**src/rtl/edge_counter_pkg.sv**
```systemverilog
// rtl/edge_counter_pkg.sv - shared edge-mode encodings and sizing helper for the edge counter bank
//
// Purpose: common definitions imported by edge_counter_chan and edge_counter_bank.
//   edge_mode_e : encodings for the EDGE_MODE parameter (rise / fall / both).
//   sel_width() : readout select width, max(1, clog2(nchan)).
package edge_counter_pkg;

  typedef enum logic [1:0] {
    EDGE_RISE = 2'd0,
    EDGE_FALL = 2'd1,
    EDGE_BOTH = 2'd2
  } edge_mode_e;

  // A single channel still needs a 1-bit select port.
  function automatic int sel_width(input int nchan);
    return (nchan <= 2) ? 1 : $clog2(nchan);
  endfunction

endpackage

```
**src/rtl/edge_counter_chan.sv**
```systemverilog
// rtl/edge_counter_chan.sv - one edge-detecting event counter with threshold and overflow flags
//
// Purpose: detects the configured edge on evt and counts it, wrapping or saturating
// at all-ones, with sticky hit (count reached thresh) and ovf flags.
// Ports:
//   clk, reset : clock, synchronous active-high reset
//   evt        : raw event level, synchronous to clk
//   en         : count enable (edge detector history tracks evt regardless)
//   clr        : synchronous clear of cnt/hit/ovf, wins over a same-cycle edge
//   thresh     : threshold compared against the post-increment count
//   cnt        : current count
//   hit, ovf   : sticky threshold and overflow flags
module edge_counter_chan
  import edge_counter_pkg::*;
#(
  parameter int WIDTH     = 8,
  parameter int EDGE_MODE = 0,
  parameter int SATURATE  = 1
) (
  input  logic             clk,
  input  logic             reset,
  input  logic             evt,
  input  logic             en,
  input  logic             clr,
  input  logic [WIDTH-1:0] thresh,
  output logic [WIDTH-1:0] cnt,
  output logic             hit,
  output logic             ovf
);

  logic             prev_q, prev_d;
  logic [WIDTH-1:0] cnt_q, cnt_d;
  logic             hit_q, hit_d;
  logic             ovf_q, ovf_d;

  logic             edge_det;
  logic             at_max;
  logic [WIDTH-1:0] inc_val;

  always_comb begin
    edge_det = evt & ~prev_q;
    if (EDGE_MODE == int'(EDGE_FALL)) begin
      edge_det = ~evt & prev_q;
    end else if (EDGE_MODE == int'(EDGE_BOTH)) begin
      edge_det = evt ^ prev_q;
    end
  end

  assign at_max  = (cnt_q == {WIDTH{1'b1}});
  // Natural WIDTH-bit wrap: all-ones + 1 gives 0.
  assign inc_val = cnt_q + {{(WIDTH-1){1'b0}}, 1'b1};

  always_comb begin
    prev_d = evt;
    cnt_d  = cnt_q;
    hit_d  = hit_q;
    ovf_d  = ovf_q;
    if (clr) begin
      cnt_d = '0;
      hit_d = 1'b0;
      ovf_d = 1'b0;
    end else if (en && edge_det) begin
      if (at_max) begin
        ovf_d = 1'b1;
      end
      // A saturated hold is not an increment, so hit is not re-evaluated.
      if (!at_max || (SATURATE == 0)) begin
        cnt_d = inc_val;
        if (inc_val == thresh) begin
          hit_d = 1'b1;
        end
      end
    end
  end

  always_ff @(posedge clk) begin
    if (reset) begin
      prev_q <= 1'b0;
      cnt_q  <= '0;
      hit_q  <= 1'b0;
      ovf_q  <= 1'b0;
    end else begin
      prev_q <= prev_d;
      cnt_q  <= cnt_d;
      hit_q  <= hit_d;
      ovf_q  <= ovf_d;
    end
  end

  assign cnt = cnt_q;
  assign hit = hit_q;
  assign ovf = ovf_q;

endmodule

```
**src/rtl/edge_counter_bank.sv**
```systemverilog
// rtl/edge_counter_bank.sv - bank of NCHAN edge event counters with registered readout mux
//
// Purpose: NCHAN independent edge counters sharing enable and threshold, plus a
// registered mux presenting the count of the selected channel.
// Ports:
//   CLK, RESET : clock, synchronous active-high reset
//   EVT        : per-channel raw event levels
//   EN         : global count enable
//   CLR        : per-channel synchronous clear
//   THRESH     : shared threshold
//   SEL        : readout channel select
//   XOUT       : registered count of channel SEL (0 when SEL >= NCHAN)
//   HIT, OVF   : per-channel sticky threshold / overflow flags
module edge_counter_bank
  import edge_counter_pkg::*;
#(
  parameter int NCHAN     = 4,
  parameter int WIDTH     = 8,
  parameter int EDGE_MODE = 0,
  parameter int SATURATE  = 1
) (
  input  logic                        CLK,
  input  logic                        RESET,
  input  logic [NCHAN-1:0]            EVT,
  input  logic                        EN,
  input  logic [NCHAN-1:0]            CLR,
  input  logic [WIDTH-1:0]            THRESH,
  input  logic [sel_width(NCHAN)-1:0] SEL,
  output logic [WIDTH-1:0]            XOUT,
  output logic [NCHAN-1:0]            HIT,
  output logic [NCHAN-1:0]            OVF
);

  logic [WIDTH-1:0] cnt [NCHAN];
  logic [WIDTH-1:0] xout_q, xout_d;

  for (genvar i = 0; i < NCHAN; i++) begin : g_chan
    edge_counter_chan #(
      .WIDTH     (WIDTH),
      .EDGE_MODE (EDGE_MODE),
      .SATURATE  (SATURATE)
    ) u_chan (
      .clk    (CLK),
      .reset  (RESET),
      .evt    (EVT[i]),
      .en     (EN),
      .clr    (CLR[i]),
      .thresh (THRESH),
      .cnt    (cnt[i]),
      .hit    (HIT[i]),
      .ovf    (OVF[i])
    );
  end

  // Loop compare keeps out-of-range selects (non power-of-two NCHAN) reading 0.
  always_comb begin
    xout_d = '0;
    for (int i = 0; i < NCHAN; i++) begin
      if (int'(SEL) == i) begin
        xout_d = cnt[i];
      end
    end
  end

  always_ff @(posedge CLK) begin
    if (RESET) begin
      xout_q <= '0;
    end else begin
      xout_q <= xout_d;
    end
  end

  assign XOUT = xout_q;

endmodule

```
**config.mk**
```make
export PLATFORM = sky130hd
export DESIGN_NAME = edge_counter_bank
export DESIGN_NICKNAME = d
export VERILOG_FILES = /design/src/rtl/edge_counter_pkg.sv /design/src/rtl/edge_counter_chan.sv /design/src/rtl/edge_counter_bank.sv
export SDC_FILE = /design/constraint.sdc
export NUM_CORES = 1
export LEC_CHECK = 0
export CORE_MARGIN = 4
export CORE_UTILIZATION = 61
export CTS_CLUSTER_SIZE = 28
export DETAILED_ROUTE_END_ITERATION = 10
export PLACE_DENSITY_LB_ADDON = 0.05
export SYNTH_ARGS = -nofsm -noshare
export SYNTH_HDL_FRONTEND = slang
export SYNTH_SLANG_ARGS = --single-unit
```
**constraint.sdc**
```tcl
create_clock -name CLK -period 4 [get_ports CLK]
set_input_delay 0.4 -clock CLK [delete_from_list [all_inputs] [get_ports CLK]]
set_output_delay 0.4 -clock CLK [all_outputs]
set_load 0.01 [all_outputs]
```
==> flow_summary.json <==
{
  "fp.dieH_um": 80.5,
  "clk_latency_ns": 0.31,
  "max_stage_delay_ns": 0.74,
  "cts_max_level": 2,
  "core.rowCount": 26,
  "first_pass_iters": 4,
  "crit_path_max_fanout": 18,
  "rsz0062_at_grt": "false",
  "clock_sinks": 52,
  "cp-startpoint": "RESET",
  "dr_total_vias": 2648,
  "synth-xor-area-share_pct": 15.9,
  "cts_setup_buffers": 0,
  "overflow": 0,
  "drt.antenna.violating_nets": 0,
  "crit_path_cell_trace": "clkdlybuf4s50_1, or2_2, nor4_1, o211ai_1, o32ai_1",
  "synth_compound_gate_area_share_pct": 11.4,
  "yosys.area_share.simple_pct": 24.9,
  "synth.avg_cell_area_um2": 8.54,
  "synth_warnings": 0,
  "cp.arrival_ns": 2.41,
  "clk_pin_slew_worst_paths_ns": 0.08,
  "endpoint_kind": "register",
  "clock_skew_ns": 0.00626,
  "vias_per_cell": 5.91,
  "numPortBuffers": 36,
  "grt_pass1_vias": 2565,
  "yosys_register_bits": 52,
  "fmax_mhz": 456,
  "dieArea_um2": 6470,
  "grt_max_degree": 19,
  "fin_cells": 448,
  "slowest_stage": "clkdlybuf4s50_1",
  "antenna_found_initial": 0,
  "clock_path_buffers": 2,
  "tightest_slew_ns": 0.650,
  "cts_tree": "done",
  "peakVddDrop_mv": 0.176,
  "grt_use_total_pct": 24.7,
  "pin_count": 37,
  "remaining_drc_errors": 0,
  "status": "finished, final reports clean",
  "synth-main-ff-cell": "dfxtp_1",
  "grt_pass1_wl_um": 12400,
  "numCtsBuffers": 5,
  "ys_types": 57,
  "syn_to_final_growth_pct": 10.0,
  "worstSetupPathType": "in2reg",
  "syn_inst": 375,
  "postCtsHoldBufs": 0,
  "drt-initial-drc-count": 171,
  "finalHoldViolCount": 0,
  "gp_congestion": 0.865,
  "min_from": "g_chan[2].u_chan.hit$_SDFFE_PP0P_",
  "power_density_nw_per_um2": 257,
  "worstReg2RegStart": "g_chan[3].u_chan.cnt[0]$_SDFFE_PP0P_",
  "final.setup.tns_ns": 0,
  "synth_edf_count": 0,
  "start_util_pct": 62.7,
  "cap_violations": 0,
  "diodes": 0,
  "dp.cells": 443,
  "cp.required_ns": 4.22,
  "nets": 405,
  "async_flop_share_pct": 0,
  "synthMuxAreaShare_pct": 7.23,
  "hold_ws_ns": 0.473,
  "setup_viol": 0,
  "power.leakage_uw": 0.00113,
  "synth_top_family_by_area": "simple AND/OR/NAND/NOR gates",
  "cts-resized-gates": 0,
  "dp_hpwl_um": 5530,
  "cts_root_buf": "clkbuf_8",
  "wl_um": 7420,
  "slew_headroom_pct": 56.5,
  "cp-start-kind": "input port",
  "fin_crit_ns": 2.19,
  "synthAdderAreaFrac_pct": 1.56,
  "drive_gt1_share_pct": 6.88,
  "syn-num-nets": 400,
  "maxSlewViolCount": 0,
  "fp.coreArea_um2": 5110,
  "dieWidth_um": 80.5,
  "syn_area_um2": 3200,
  "wl_per_cell_um": 16.6,
  "hp-class": "reg2reg",
  "finalCritPeriodShare_pct": 54.8,
  "ys_seq_area_share_pct": 32.5
}
sequential cells by signal, indices dropped and copies added, names as in the netlist:
register and count:
g_chan.u_chan.prev_q 4, g_chan.u_chan.ovf 4, g_chan.u_chan.cnt 32, XOUT 8, g_chan.u_chan.hit 4
placed cells by master (no fill, tap or decap), drive strengths merged, types with 5 or more instances in the layout:
master,n
nor3,15
clkdlybuf4s50,36
a21oi,11
nand2,31
mux4,8
dfxtp,52
o21ai,12
nor2b,15
clkbuf,5
nand4,5
nor2,39
xor2,23
xnor2,35
nand3,16
or3,7
worst max-delay path, delay by kind of cell:
| family | cells | cell delay [ns] |
|---|---|---|
| simple gates | 2 | 0.87 |
| buf+inv | 1 | 0.74 |
| compound gates | 2 | 0.40 |
synth_stat cells (5+ instances only):
master	count	share of area [%]
dfxtp_1	52	33
nor2_1	39	4.6
xnor2_1	35	9.6
nand2_1	31	3.6
xor2_1	23	6.3
nand3_1	15	2.3
nor2b_1	15	2.9
nor3_1	15	2.3
clkbuf_1	14	1.6
a21oi_1	11	1.7
buf_4	10	2.3
o21ai_0	10	1.6
buf_2	9	1.4
mux4_2	8	5.6
or3_1	6	1.2
nand4_1	5	0.98
stage by stage:
stage	cell area [um2]	total power [uW]	util, %	setup WS (ns)
2_1_floorplan	3200	603	-	2.29
3_3_place_gp	3460	639	67.7	1.56
3_5_place_dp	3460	640	67.7	1.51
4_1_cts	3520	912	69.0	1.83
5_1_grt	3520	939	69.0	1.61
6_report	3520	905	69.0	1.81
logic make-up (layout without fill, tap and decap cells):
group / after synthesis / after routing
AND/OR/NAND/NOR: 155 / 155
XOR/XNOR: 58 / 58
flip-flops: 52 / 52
AO/OA/AOI/OAI: 51 / 51
buffers and inverters: 42 / 45
multiplexers: 13 / 13
adder cells (fa/ha/maj): 4 / 4
final timing paths:
path | slack, ns | endpoint | cells past startpoint
worst max register to register | 1.85 | g_chan[3].u_chan.cnt[5]$_SDFFE_PP0P_ | 6
worst max-delay path | 1.81 | g_chan[2].u_chan.hit$_SDFFE_PP0P_ | 5
worst min-delay path | 0.47 | g_chan[2].u_chan.hit$_SDFFE_PP0P_ | 2
worst min register to register | 0.47 | g_chan[2].u_chan.hit$_SDFFE_PP0P_ | 2
cell type report:
class,instances,area (um2)
fillers,445,1580
well taps,70,87.6
inverters,4,15.0
clock buffers,5,68.8
multi-input cells,281,1950
repair buffers,36,360
flip-flops and latches,52,1040
layer usage:
metal  up-vias  track usage [%]  part of all wire, %
met4         0             9.80                  2.1
li1       1304                -                    -
met3        14             3.92                  7.1
met1      1238             32.7                   44
met5         -                0                    0
met2        92             40.3                   47
report_power, final:
group	internal, uW	switching, uW	total [uW]
Sequential	521	4.00	525
Combinational	50.2	53.7	104
Clock	113	163	277
Note: power is estimated with default switching activity, not from simulation.
